## src/rtl/lu_result_fifo_if.sv

```systemverilog
// Handshake bundle between a logic unit, the result FIFO and its consumer.
// The master modport is the environment side; the slave modport is the FIFO.
interface lu_result_fifo_if #(
  parameter int DATA_WIDTH  = 8,
  parameter int OPCODE_SIZE = 2
);
  logic [DATA_WIDTH-1:0]  y_in;
  logic [OPCODE_SIZE-1:0] opcode_in;
  logic                   valid_in;
  logic                   ready_out;
  logic [DATA_WIDTH-1:0]  data_out;
  logic [OPCODE_SIZE-1:0] opcode_out;
  logic                   zero_out;
  logic                   valid_out;
  logic                   ready_in;

  modport master (
    output y_in,
    output opcode_in,
    output valid_in,
    output ready_in,
    input  ready_out,
    input  data_out,
    input  opcode_out,
    input  zero_out,
    input  valid_out
  );

  modport slave (
    input  y_in,
    input  opcode_in,
    input  valid_in,
    input  ready_in,
    output ready_out,
    output data_out,
    output opcode_out,
    output zero_out,
    output valid_out
  );
endinterface

```

## src/rtl/lu_result_fifo.sv

```systemverilog
// Result FIFO behind the logic unit: stores result, opcode and zero flag.
// Define LU_RESULT_PARITY_EN to add a stored per-entry parity and parity_out.
module lu_result_fifo #(
  parameter int DATA_WIDTH  = 8,
  parameter int OPCODE_SIZE = 2,
  parameter int DEPTH       = 4,
  localparam int AW = $clog2(DEPTH),
  localparam int CW = AW + 1
) (
  input  logic          clk_in,
  input  logic          rst_in,
  lu_result_fifo_if.slave bus,
  output logic [CW-1:0] count_out,
`ifdef LU_RESULT_PARITY_EN
  output logic          parity_out,
`endif
  output logic          overflow_out
);

  typedef enum logic [1:0] {
    S_EMPTY,
    S_PARTIAL,
    S_FULL
  } occ_e;

  occ_e state_q, state_d;

  logic [AW-1:0] wr_ptr_q, wr_ptr_d;
  logic [AW-1:0] rd_ptr_q, rd_ptr_d;
  logic [CW-1:0] count_q, count_d;
  logic          overflow_q, overflow_d;

  logic [DATA_WIDTH-1:0]  data_mem [DEPTH];
  logic [OPCODE_SIZE-1:0] op_mem   [DEPTH];
  logic                   zero_mem [DEPTH];
`ifdef LU_RESULT_PARITY_EN
  logic                   par_mem  [DEPTH];
`endif

  logic ready;
  logic valid;
  logic push;
  logic pop;

  // Handshake flags come straight from the occupancy state register.
  assign ready = (state_q != S_FULL);
  assign valid = (state_q != S_EMPTY);
  assign push  = bus.valid_in & ready;
  assign pop   = valid & bus.ready_in;

  always_comb begin
    state_d    = state_q;
    wr_ptr_d   = wr_ptr_q;
    rd_ptr_d   = rd_ptr_q;
    count_d    = count_q;
    overflow_d = overflow_q | (bus.valid_in & ~ready);

    if (push) begin
      wr_ptr_d = wr_ptr_q + AW'(1);
    end
    if (pop) begin
      rd_ptr_d = rd_ptr_q + AW'(1);
    end

    if (push && !pop) begin
      count_d = count_q + CW'(1);
    end else if (pop && !push) begin
      count_d = count_q - CW'(1);
    end

    unique case (state_q)
      S_EMPTY: begin
        if (push) begin
          state_d = S_PARTIAL;
        end
      end
      S_PARTIAL: begin
        if (push && !pop &&
            count_q == CW'(DEPTH - 1)) begin
          state_d = S_FULL;
        end else if (pop && !push &&
                     count_q == CW'(1)) begin
          state_d = S_EMPTY;
        end
      end
      S_FULL: begin
        if (pop) begin
          state_d = S_PARTIAL;
        end
      end
      default: begin
        state_d = S_EMPTY;
      end
    endcase
  end

  always_ff @(posedge clk_in) begin
    if (rst_in) begin
      state_q    <= S_EMPTY;
      wr_ptr_q   <= '0;
      rd_ptr_q   <= '0;
      count_q    <= '0;
      overflow_q <= 1'b0;
    end else begin
      state_q    <= state_d;
      wr_ptr_q   <= wr_ptr_d;
      rd_ptr_q   <= rd_ptr_d;
      count_q    <= count_d;
      overflow_q <= overflow_d;
    end
  end

  // Storage is not reset; the read side is masked by valid.
  always_ff @(posedge clk_in) begin
    if (push && !rst_in) begin
      data_mem[wr_ptr_q] <= bus.y_in;
      op_mem[wr_ptr_q]   <= bus.opcode_in;
      zero_mem[wr_ptr_q] <= (bus.y_in == '0);
`ifdef LU_RESULT_PARITY_EN
      par_mem[wr_ptr_q]  <= ^bus.y_in;
`endif
    end
  end

  assign bus.ready_out  = ready;
  assign bus.valid_out  = valid;
  assign bus.data_out   = valid ? data_mem[rd_ptr_q] : '0;
  assign bus.opcode_out = valid ? op_mem[rd_ptr_q]   : '0;
  assign bus.zero_out   = valid & zero_mem[rd_ptr_q];
  assign count_out      = count_q;
  assign overflow_out   = overflow_q;

`ifdef LU_RESULT_PARITY_EN
  assign parity_out = valid & par_mem[rd_ptr_q];
`endif

endmodule

```

## src/flat_wrapper.sv

```systemverilog
// flat-port wrapper written by rule: the top's interface ports become plain ports
module lu_result_fifo_flat 
#(
  parameter int DATA_WIDTH  = 8,
  parameter int OPCODE_SIZE = 2,
  parameter int DEPTH       = 4,
  localparam int AW = $clog2(DEPTH),
  localparam int CW = AW + 1
)
  (clk_in, rst_in, count_out, overflow_out, bus_y_in, bus_opcode_in, bus_valid_in, bus_ready_in, bus_ready_out, bus_data_out, bus_opcode_out, bus_zero_out, bus_valid_out);
  lu_result_fifo_if #(.DATA_WIDTH(DATA_WIDTH), .OPCODE_SIZE(OPCODE_SIZE)) bus_i ();
  input  logic clk_in;
  input  logic rst_in;
  output logic [CW-1:0] count_out;
  output logic overflow_out;
  input wire logic [$bits(bus_i.y_in)-1:0] bus_y_in;
  input wire logic [$bits(bus_i.opcode_in)-1:0] bus_opcode_in;
  input wire logic [$bits(bus_i.valid_in)-1:0] bus_valid_in;
  input wire logic [$bits(bus_i.ready_in)-1:0] bus_ready_in;
  output wire logic [$bits(bus_i.ready_out)-1:0] bus_ready_out;
  output wire logic [$bits(bus_i.data_out)-1:0] bus_data_out;
  output wire logic [$bits(bus_i.opcode_out)-1:0] bus_opcode_out;
  output wire logic [$bits(bus_i.zero_out)-1:0] bus_zero_out;
  output wire logic [$bits(bus_i.valid_out)-1:0] bus_valid_out;
  assign bus_i.y_in = bus_y_in;
  assign bus_i.opcode_in = bus_opcode_in;
  assign bus_i.valid_in = bus_valid_in;
  assign bus_i.ready_in = bus_ready_in;
  assign bus_ready_out = bus_i.ready_out;
  assign bus_data_out = bus_i.data_out;
  assign bus_opcode_out = bus_i.opcode_out;
  assign bus_zero_out = bus_i.zero_out;
  assign bus_valid_out = bus_i.valid_out;
  lu_result_fifo #(.DATA_WIDTH(DATA_WIDTH), .OPCODE_SIZE(OPCODE_SIZE), .DEPTH(DEPTH)) u_core (.clk_in(clk_in), .rst_in(rst_in), .bus(bus_i), .count_out(count_out), .overflow_out(overflow_out));
endmodule
```

## config.mk

```make
export PLATFORM = sky130hd
export DESIGN_NAME = lu_result_fifo_flat
export DESIGN_NICKNAME = d
export VERILOG_FILES = /design/src/rtl/lu_result_fifo_if.sv /design/src/rtl/lu_result_fifo.sv /design/src/flat_wrapper.sv
export SDC_FILE = /design/constraint.sdc
export NUM_CORES = 1
export LEC_CHECK = 0
export ABC_CLOCK_PERIOD_IN_PS = 2500
export BUFFER_PORTS_ARGS = -buffer_cell sky130_fd_sc_hd__buf_2
export CORE_UTILIZATION = 55
export CTS_CLUSTER_DIAMETER = 200
export DETAILED_ROUTE_END_ITERATION = 8
export GPL_TIMING_DRIVEN = 0
export PLACE_DENSITY = 0.77
export SLEW_MARGIN = 20
export SYNTH_ARGS = -nofsm -noshare
export SYNTH_HDL_FRONTEND = slang
export SYNTH_SLANG_ARGS = --single-unit
```

## constraint.sdc

```tcl
create_clock -name clk_in -period 2.5 [get_ports clk_in]
set_input_delay 0.5 -clock clk_in [delete_from_list [all_inputs] [get_ports clk_in]]
set_output_delay 0.5 -clock clk_in [all_outputs]
set_load 0.01 [all_outputs]
```

Yosys cells after proc, flatten, opt, wreduce, memory -nomap -nowiden
Memories as Yosys holds them, arrays and structs flattened. A register that Yosys moved wholly into a read port is not among the register bits. Index checks and enable logic that the tools add are counted.

Bits in registers: 10. RAM bits: 44. Input port bits: 14. Output and inout bits: 17. Word-level logic and storage cells: 56. Memories kept: 3.

Memory list: u_core.data_mem (depth 4, width 8, rd ports 1, clocked after Yosys merged registers in 1, write ports 1, line lu_result_fifo.sv:33) `logic [DATA_WIDTH-1:0] data_mem [DEPTH];`; u_core.op_mem (depth 4, width 2, rd ports 1, clocked after Yosys merged registers in 1, write ports 1, line lu_result_fifo.sv:34) `logic [OPCODE_SIZE-1:0] op_mem [DEPTH];`; u_core.zero_mem (depth 4, width 1, rd ports 1, clocked after Yosys merged registers in 1, write ports 1, line lu_result_fifo.sv:35) `logic zero_mem [DEPTH];`.

Add/subtract/negate cells: 4. Eq/ne operators: 8. Multiplexer cells: 17. Bitwise operators: 6. Reductions and logical operators: 13.

Operators with widths (number): 2-bit two-way mux (11); 8-bit zero test (1); 8-bit two-way mux (1); 3-bit two-way mux (2); 2-bit one-hot mux with 3 select lines (1); 1-bit logical AND (5); 2-bit by 1-bit adder with 2-bit output (second input constant) (2); 1-bit AND (4); 2-bit by 1-bit inequality test with 1-bit output (second input constant) (2); 2-bit nonzero test (2); 3-bit by 1-bit adder with 3-bit output (second input constant) (1); 3-bit by 1-bit == test with 1-bit output (second input constant) (1); 3-bit by 2-bit == test with 1-bit output (second input constant) (1); 1-bit zero test (3); 3-bit by 1-bit inequality test with 1-bit output (second input constant) (1); 3-bit AND reduction (1); 3-bit by 1-bit subtractor with 3-bit output (second input constant) (1); 2-bit by 1-bit == test with 1-bit output (second input constant) (1); 2-bit == test (second input constant) (1); 2-bit zero test (1); 1-bit two-way mux (2); 2-bit inequality test (second input constant) (1); 1-bit inverter (1); 1-bit bitwise OR (1).

Logic depth before layout (Yosys ltp)
Gate-level depths: netlist of run 1.

Depth in word-level cells: 8. Mapped depth: 8. Gate-level depth less buffers: 8.

Least setup slack after synthesis of run 1
OpenSTA, ideal clock, no wires.

Kind: register to register. Start point: reg u_core.state_q[1]. End point: mem u_core.data_mem[2][0] (enable). Setup time: 0.396 ns. Arrival time: 1.632 ns. Required time: 2.104 ns. Setup slack: 0.472 ns. Stages on the path, launching flop included: 5. Buffers on the path: 0. Clock period less this slack: 2.028 ns. Path through: dfxtp_1 nor2b_2 inv_2 nand2_2 nor3b_1.

Word-level cells in the longest chain between the ends: 5.

Ends and longest elaborated chain: start, declared (line lu_result_fifo.sv:26) `occ_e state_q, state_d;`; start signal, assigned (line lu_result_fifo.sv:105) `state_q <= state_d;`; 2-bit inequality test (line lu_result_fifo.sv:46) `assign ready = (state_q != S_FULL);`; net bus_ready_out (line flat_wrapper.sv:20) `output wire logic [$bits(bus_i.ready_out)-1:0] bus_ready_out;`; 1-bit AND (line lu_result_fifo.sv:48) `assign push = bus.valid_in & ready;`; 1-bit logical AND (line lu_result_fifo.sv:115) `if (push && !rst_in) begin`; 1-bit two-way mux (line lu_result_fifo.sv:115); 1-bit two-way mux (not written as such) (line lu_result_fifo.sv:116) `data_mem[wr_ptr_q] <= bus.y_in;`; end, declared (line lu_result_fifo.sv:33).

The timed path passes the listed nets, and every way through them passes these cells.

==> results.md, run 1 <==
Synth:
- The post-synthesis xor/xnor area fraction is about 1.5%.
- The share of async-settable or async-resettable flops after synthesis is 0%.
- The synthesized design contains 44 enable-type register cells.
- After Yosys synthesis, full adders, half adders and majority gates account for ~5.3% of the synthesized area.
- The most used flip-flop cell after synthesis is sky130_fd_sc_hd__edfxtp_1.
- In the synthesized netlist, mux cells make up around 12% of the area.
- After synthesis, the largest family of logic cells by area is multiplexers.
- Counting flops and latches in the post-synthesis netlist gives 56.
- The simple-gate share of the synthesized area is about a tenth.
- Of the synthesized area, sequential elements account for between 60% and 70%.
- The share of the synthesized area in compound gates (AO/OA/AOI/OAI) is approximately 2.6%.
- After technology mapping, the gate count stands at approximately 150.
- During synthesis, Yosys emitted a total of 0 warnings.
- Synthesis produced a netlist with a net count of around 170.
- Synthesis instantiated 31 different standard cells from the library.
- The area of the mapped netlist is 0.00236 sq mm.
- After synthesis, the mean cell area works out to 16.1 sq um.

Floorplanning:
- In this run the vertical extent of the chip is approximately 68 um.
- The die footprint is ~0.0046 sq mm.
- The I/O pin count is 31.
- The core region is ~0.0041 sq mm.
- The horizontal die dimension is between 60 and 70 um.
- The initial cell density of the core is 58.2%.
- The initialized floorplan defines 23 standard-cell rows.

Route:
- The wire length on met3 is 154 um.
- Summed over all nets, wire length on met2 after detailed routing comes to roughly 2 mm.
- In the routed design, unresolved DRC markers number 0.
- The post-route antenna net violation count is 0.
- The detail-routed via count per cell is approximately 5.6.
- For this block, the routed nets add up to between 4 and 5 mm of wire.
- Detailed routing inserted a total of 1,324 vias.
- Routed signal wires occupy layers up through met4.
- The number of search-and-repair iterations in the first detailed-routing pass is 4.
- The detailed router finished its first iteration with just under 50 violations.
- The detailed router put a total of between 1.5 and 2 mm of wire on met1.
- The routed wirelength normalized by instance count is roughly 17 um.

Global route:
- The number of global-route vias before repair is around 1,400.
- The initial antenna violation count is 0.
- The first global-routing pass estimated approximately 6.5 mm of wire.
- The pin count of the biggest net entering global routing is 17.
- For this run the aggregate overflow at the end of global routing stands at 0.
- Across every metal layer, demand over resource in global routing totals between 20% and 30%.

Timing:
- The final hold violation count is 0.
- The highest achievable clock rate is 456 MHz.
- The slack of the critical path is between 300 and 400 ps.
- The final critical delay including setup and external delays is 2200 ps.
- For the pin with the worst max-slew slack, the measured transition is just over 600 ps.
- The relative max-transition margin is between 50% and 60%.
- For the final routed database, the setup TNS stands at 0 ps.
- The post-route fraction of the period consumed by the critical path is between 80 and 90%.
- Setup repair after global routing left no endpoint under its margin.
- Across the routed clock network, the largest skew measured is slightly above 7 ps.
- The final number of max-transition violations is 0.
- Setup violations remaining at the end of the flow were counted as 0.

Finish:
- The antenna cell count is 0.
- The area added between synthesis and finish is 15.2%.
- The proportion of layout cells with a drive suffix above 1 is roughly a third.
- The finished layout cell area is approximately 0.0027 sq mm.
- The number of nets in the layout is between 200 and 250.

Critical path:
- The worst setup path is captured at a primary output.
- For flop-to-flop paths, the worst setup slack is between 500 and 600 ps.
- The maximum fanout count along the critical path is 10.
- The worst register-to-register path ends at u_core.count_out[2].
- Data on the critical path is required at its endpoint by 2000 ps.
- In this run the critical register-to-register path is launched from u_core.state_q[1].
- The depth of the worst register-to-register path is 8.
- For the worst setup path, the data arrival time is 1700 ps.
- The critical path in this run is classified as flip-flop to primary output.
- STA classifies the critical path startpoint as a flip-flop.
- The critical path endpoint is bus_data_out[0].

Clocking:
- Buffers inserted during clock tree synthesis total 5.
- The longest clock path from root to sink contains 2 buffers.
- The clock-pin slew on the worst setup and hold paths is 90 ps.
- The clock root buffer is sky130_fd_sc_hd__clkbuf_8.
- The number of setup buffers added after CTS is 0.
- In this run, post-CTS hold repair placed 0 buffers.
- The clock latency on the worst-skew pair is 310 ps.
- Once the clock tree was built, the resizer swapped 0 gates to a different size.
- The clock sink count is between 50 and 60.
- The number of H-tree levels is 2.
- The CTS tree is built.

Pwr:
- The leakage power total is approximately 0.99 nW.
- In this run the power density over the cells is between 600 and 700 mW/mm^2.
- The maximum ir drop on the vdd rail is between 0.0004 and 0.0005 V.

Hold path:
- The path class of the lowest-slack min-delay path is input pin to flip-flop.

Placement:
- The total half-perimeter wirelength after legalization and detailed placement is between 2 and 3 mm.
- The congestion estimate from routability-driven global placement came to between 0.8 and 0.9.
- After detailed placement, the total cell area comes to ~0.0026 sq mm.
- OpenSTA, run right after detailed placement, puts the worst setup slack at ~600 ps.
- Buffers placed on the I/O ports in this run total 30.

Status:
- The run finished with clean final reports.

Flow run:
- Max-cap violations in this run came to 0.
## power breakdown
group / internal (W) / switching [W]
Sequential: 0.00104 / 0.0000218
Combinational: 0.000105 / 0.000114
Clock: 0.000189 / 0.000272
Total: 0.00133 / 0.000408
## registers in the layout, summed over array words and instances (netlist names), named ones only
| register | cells |
|---|---|
| u_core.overflow_out | 1 |
| u_core.state_q | 2 |
| u_core.rd_ptr_q | 2 |
| u_core.zero_mem | 4 |
| u_core.op_mem | 8 |
| u_core.count_out | 3 |
| u_core.data_mem | 32 |
| u_core.wr_ptr_q | 2 |
## through the flow
stage / cells / hold WS (ps) / total power [W] / utilization (%)
after floorplan: 147 / 484 / 0.00121 / -
after global placement: 227 / 448 / 0.00128 / 63.4
after detailed placement: 231 / 463 / 0.00130 / 65.0
after CTS: 238 / 390 / 0.00175 / 67.0
after global routing: 238 / 391 / 0.00181 / 67.0
final: 238 / 399 / 0.00174 / 67.0
## logic make-up after synthesis
family                     count (synthesis)
muxes                                     13
DFF                                       56
xor gates and xnor gates                   4
and+or+nand+nor                           39
AOI/OAI and AO/OA                         11
adders and majority gates                 10
buffers and inverters                     14
## cells in the mapped netlist, types with 2 or more instances
cell type	number	area share, %
sky130_fd_sc_hd__nor3b_1	5	1.6
sky130_fd_sc_hd__nor2b_1	9	2.4
sky130_fd_sc_hd__inv_1	8	1.3
sky130_fd_sc_hd__dfxtp_1	12	10
sky130_fd_sc_hd__nor2b_4	2	1.2
sky130_fd_sc_hd__mux4_2	10	9.5
sky130_fd_sc_hd__or4_1	2	0.64
sky130_fd_sc_hd__nand3_1	2	0.42
sky130_fd_sc_hd__edfxtp_1	44	56
sky130_fd_sc_hd__a21oi_1	5	1.1
sky130_fd_sc_hd__nor2_1	11	1.7
sky130_fd_sc_hd__xor2_1	3	1.1
sky130_fd_sc_hd__mux2i_1	2	0.85
sky130_fd_sc_hd__buf_2	2	0.42
sky130_fd_sc_hd__o21ai_0	2	0.42
sky130_fd_sc_hd__o21ai_1	2	0.42
sky130_fd_sc_hd__nand3b_1	2	0.64
sky130_fd_sc_hd__ha_1	10	5.3
sky130_fd_sc_hd__inv_2	2	0.32
## area by class of cell
type                            count  area, sq um
Clock inverter                      2         12.5
Timing Repair Buffer               34          195
Fill cell                         298         1340
Multi-Input combinational cell     77          756
Inverter                           10         37.5
Buffer                              4         25.0
Sequential cell                    56         1560
Clock buffer                        5         68.8
Tap cell                           50         62.6
## worst max-delay path, cell delays in order, from the launching register on
cell,delay (ps)
sky130_fd_sc_hd__dfxtp_1,380
sky130_fd_sc_hd__buf_6,200
sky130_fd_sc_hd__mux4_2,520
sky130_fd_sc_hd__nor2b_4,140
sky130_fd_sc_hd__buf_2,150
## per-layer routing
layer	global-route usage, %	up-vias
li1	-	624
met1	25.0	661
met2	33.9	31
met3	6.59	8
met4	10.6	0
met5	0	-
## how the worst min path moves through the flow
stage	from	to	slack, ps	cells past startpoint
2_1_floorplan	u_core.wr_ptr_q[0]	u_core.wr_ptr_q[0]	480	2
3_3_place_gp	u_core.overflow_out	u_core.overflow_out	450	2
3_5_place_dp	u_core.overflow_out	u_core.overflow_out	460	2
4_1_cts	bus_opcode_in[1]	u_core.op_mem[1][1]	390	1
5_1_grt	bus_opcode_in[1]	u_core.op_mem[1][1]	390	1
6_report	bus_opcode_in[1]	u_core.op_mem[1][1]	400	1
## layout by cell type (no fill, tap or decap), types with 3 or more instances in the layout
master,n
sky130_fd_sc_hd__xor2_1,3
sky130_fd_sc_hd__buf_6,5
sky130_fd_sc_hd__nor3b_2,4
sky130_fd_sc_hd__a21oi_1,5
sky130_fd_sc_hd__nor2b_1,9
sky130_fd_sc_hd__nor2_1,11
sky130_fd_sc_hd__ha_1,10
sky130_fd_sc_hd__dfxtp_1,12
sky130_fd_sc_hd__mux4_2,10
sky130_fd_sc_hd__clkbuf_8,5
sky130_fd_sc_hd__inv_1,8
sky130_fd_sc_hd__buf_2,32
sky130_fd_sc_hd__edfxtp_1,44
No activity file was read; power rests on OpenSTA's default activity.
==> inputs of run 2 (changes only) <==
--- a/config.mk
+++ b/config.mk
@@ -5,13 +5,14 @@
 export SDC_FILE = /design/constraint.sdc
 export NUM_CORES = 1
 export LEC_CHECK = 0
+export ABC_AREA = 1
 export ABC_CLOCK_PERIOD_IN_PS = 2500
 export BUFFER_PORTS_ARGS = -buffer_cell sky130_fd_sc_hd__buf_2
-export CORE_UTILIZATION = 55
+export CORE_UTILIZATION = 56
 export CTS_CLUSTER_DIAMETER = 200
 export DETAILED_ROUTE_END_ITERATION = 8
 export GPL_TIMING_DRIVEN = 0
-export PLACE_DENSITY = 0.77
+export PLACE_DENSITY = 0.78
 export SLEW_MARGIN = 20
 export SYNTH_ARGS = -nofsm -noshare
 export SYNTH_HDL_FRONTEND = slang
==> results.md, run 2 <==
Status:
- The flow ran to the end, and the final reports show no timing, DRC or antenna violations.

Critical path:
- STA classifies the critical path startpoint as a flip-flop.
- The worst setup path is of the flip-flop to primary output kind.
- The slowest cell on the critical path is sky130_fd_sc_hd__buf_1.
- The buffering stage count on the worst path with inverters included is 3 (+1).
- The critical path goes through inv_1 > buf_1 > nor2_1 > o21ai_0 > a21oi_1 > buf_2.
- The critical path's largest stage delay is 430 ps (-90 ps).
- The maximum fanout count along the critical path is 10 (unchanged).
- The type of destination of the critical path is a primary output.
- The data required time at the worst endpoint is 2000 ps (about the same).
- The cell family contributing the most delay on the critical path is buffers and inverters.
- The data arrival time of the worst path is 1580 ps (-120 ps).

Route:
- The number of vias after detailed routing is 1,630 (+23%).
- The remaining design rule violation count came to 0 (unchanged).
- The post-route antenna net violation count came to 0 (unchanged).
- The routed wire length is 4.37 mm (+8.0%).
- The routed wirelength normalized by instance count was 14.2 um (-17%).
- The detail-routed via count per cell is 5.28 (-5.2%).
- The iteration-0 DRC count of the detailed router is 157 (+220%).
- The number of search-and-repair iterations in the first detailed-routing pass is 4 (unchanged).

Synth:
- The number of enable-type register cells in the synthesized netlist came to 44 (unchanged).
- The number of warnings issued by yosys is 0 (unchanged).
- The post-synthesis sequential element count came to 56 (unchanged).
- Counting instances in the post-synthesis netlist gives the leading cell types as sky130_fd_sc_hd__nor2_1 (55), sky130_fd_sc_hd__edfxtp_1 (44), sky130_fd_sc_hd__o21ai_0 (23).
- The proportion of synthesized chip area in sequential cells is 64.7% (-1.4 points).
- The synthesized netlist net count came to 245 (+43%).
- The synthesized design spends more area on one cell type than any other, namely sky130_fd_sc_hd__edfxtp_1.
- The share of async-settable or async-resettable flops after synthesis was 0% (unchanged).
- The number of library cell types mapped by synthesis is 23 (-26%).
- The cell with the most instances after synthesis is sky130_fd_sc_hd__nor2_1.
- The area of the mapped netlist came to 0.00241 sq mm (+2.2%).
- After synthesis, the cell types taking the most area are sky130_fd_sc_hd__edfxtp_1 (55%), sky130_fd_sc_hd__dfxtp_1 (10%), sky130_fd_sc_hd__nor2_1 (8.6%).
- The post-synthesis cell count is 221 (+50%).
- The mean instance size in the synthesized netlist is 10.9 sq um (-32%).
- For this run, the leading register cell type out of synthesis is sky130_fd_sc_hd__edfxtp_1.
- The area fraction of the dominant cell type after synthesis came to 54.8% (-1.2 points).

Finish:
- The register ranked first by flip-flop count is u_core.data_mem.
- In the final layout, the registers with the most flip-flops are u_core.data_mem (32), u_core.op_mem (8), u_core.zero_mem (4).
- The flip-flop count of the largest register after layout is 32 (unchanged).
- The number of nets in the layout was 282 (+33%).
- Leaving out fill and tap cells, the most frequent cells in the layout are sky130_fd_sc_hd__nor2_1 (54), sky130_fd_sc_hd__edfxtp_1 (44), sky130_fd_sc_hd__buf_2 (32), sky130_fd_sc_hd__o21ai_0 (23), sky130_fd_sc_hd__inv_1 (22).
- The antenna cell count is 0 (unchanged).
- The proportion of layout cells with a drive suffix above 1 is 19.7% (-14 points).
- Compared with the post-synthesis result, the final layout area differs by 12.7%.
- The most common cell after layout, fill and taps aside is sky130_fd_sc_hd__nor2_1.
- The filler cell count in the final layout is 312 (+4.7%).

Pwr:
- The total chip power is 0.00179 W (+3.3%).
- The maximum ir drop on the vdd rail is 0.000386 V (-15%).
- The power density over cell area is 660 mW/mm^2 (+3.3%).
- The leakage power total is 1.08 nW (+9.1%).

Floorplanning:
- The placeable core region was 0.00406 sq mm (unchanged).
- The initial cell density of the core is 59.5% (+1.3 points).
- The die span in y came to 67.6 um (+0.20%).
- The number of placement rows is 23 (unchanged).
- The horizontal die dimension is 67.6 um (+0.20%).
- The I/O pin count came to 31 (unchanged).
- The die footprint is 0.00457 sq mm (+0.40%).

Timing:
- The transition time at the pin with the least slew margin is 1050 ps (+433 ps).
- The highest achievable clock rate came to 480 MHz (+5.4%).
- The hold slack is 396 ps (-2.92 ps).
- The relative max-transition margin is 30.0% (-29 points).
- The final hold violation count came to 0 (unchanged).
- The final-layout setup total negative slack is 0 ps (unchanged).
- The final number of max-transition violations is 0 (unchanged).
- The final critical delay including setup and external delays is 2080 ps (-113 ps).
- The number of setup violations in the final report is 0 (unchanged).
- The post-route fraction of the period consumed by the critical path is 83.3% (-4.5 points).
- Setup repair after global routing left no endpoint under its margin.
- The worst clock skew on the final layout is 5.16 ps (-2.10 ps).

Global route:
- The global-route wire length before repair is 7.13 mm (+10%).
- The initial antenna violation count came to 0 (unchanged).
- The number of global-route vias before repair is 1,601 (+16%).
- The overall overflow remaining after global route is 0 (unchanged).
- The pin count of the biggest net entering global routing is 19 (+2).
- The global routing usage summed across all routing layers came to 22.3% (+1.4 points).

Clocking:
- TritonCTS built the clock tree.
- The number of H-tree levels is 2 (unchanged).
- The largest buffer count on any clock path is 2 (unchanged).
- The number of clock buffers inserted by TritonCTS is 5 (unchanged).
- The number of setup buffers added after CTS came to 0 (unchanged).
- The root buffer cell chosen for the clock tree is sky130_fd_sc_hd__clkbuf_8.
- The number of gates resized after cts is 0 (unchanged).
- The clock latency on the worst-skew pair was 310 ps (about the same).
- The clock sink count is 56 (unchanged).
- The clock-pin slew on the worst setup and hold paths is 100 ps (about the same).
- The cts-stage hold buffer count is 0 (unchanged).

Placement:
- The quantity of I/O buffers inserted on ports was 30 (unchanged).
- The total half-perimeter wirelength after legalization and detailed placement is 2.96 mm (-0.97%).
- The routability congestion estimate from global placement came to 0.800 (-1.7%).

Hold path:
- The min-delay analysis places its worst path in the category input pin to flip-flop.

Flow run:
- The max-cap check violation count is 0 (unchanged).
run 2: cell count changes in the layout (fill, tap and decap cells not counted), moves of 9 or more:
cell                      previous run  this run
sky130_fd_sc_hd__nor2_1             11        54
sky130_fd_sc_hd__o21ai_0             2        23
sky130_fd_sc_hd__a21oi_1             5        21
sky130_fd_sc_hd__inv_1               8        22
sky130_fd_sc_hd__mux4_2             10         0
sky130_fd_sc_hd__nor2b_1             9         0
run 2: worst reg2reg max path: cells and delay by family (launching register included):
| kind | cells | cell delay, ps |
|---|---|---|
| buffers and inverters | 2 | 190 |
| DFF | 1 | 380 |
| and+or+nand+nor | 4 | 1080 |
run 2: cell families (layout without fill, tap and decap cells):
logic type      Yosys count  after routing  synth area share [%]
flops                    56             56                  64.7
simple gates             72             72                  12.9
compound gates           52             52                  11.2
fa+ha+maj                10             10                  5.19
buf+inv                  29             67                  5.34
xor+xnor                  2              2                 0.726
run 2: final cells by class:
type	instances	area, sq um	area share (%)
Inverter	22	82.6	3.04
Sequential cell	56	1560	57.5
Timing Repair Buffer	30	150	5.52
Buffer	7	46.3	1.70
Multi-Input combinational cell	136	724	26.7
Clock inverter	3	21.3	0.783
Clock buffer	5	68.8	2.53
Tap cell	50	62.6	2.30
run 2: stage by stage:
step	worst slack [ps]	util, %	cell area (sq um)	instances
floorplan	858	-	2410	221
global placement	254	64.7	2630	301
detailed placement	261	64.7	2630	301
CTS	421	66.9	2720	309
global route	295	67.0	2720	309
finish	417	67.0	2720	309
run 2: worst paths after layout:
check / start / to / slack, ps / depth (start not counted)
worst min register to register: u_core.overflow_out / u_core.overflow_out / 480 / 1
worst max register to register: u_core.state_q[0] / u_core.data_mem[0][3] / 470 / 6
worst max-delay path: flip-flop / bus_data_out[1] / 420 / 6
worst min-delay path: bus_opcode_in[0] / u_core.op_mem[3][0] / 400 / 1
run 2: where the power goes:
part           switching, W  total (W)  internal (W)
Sequential        0.0000201    0.00106       0.00104
Clock              0.000298   0.000498      0.000199
Combinational      0.000150   0.000238     0.0000887
run 2: per-layer routing:
metal,vias up,GRT usage [%],share of wire [%]
met3,4,5.41,6.6
met1,758,28.6,43
met2,52,35.3,49
met4,0,10.9,1.1
met5,-,0,0
li1,816,-,-
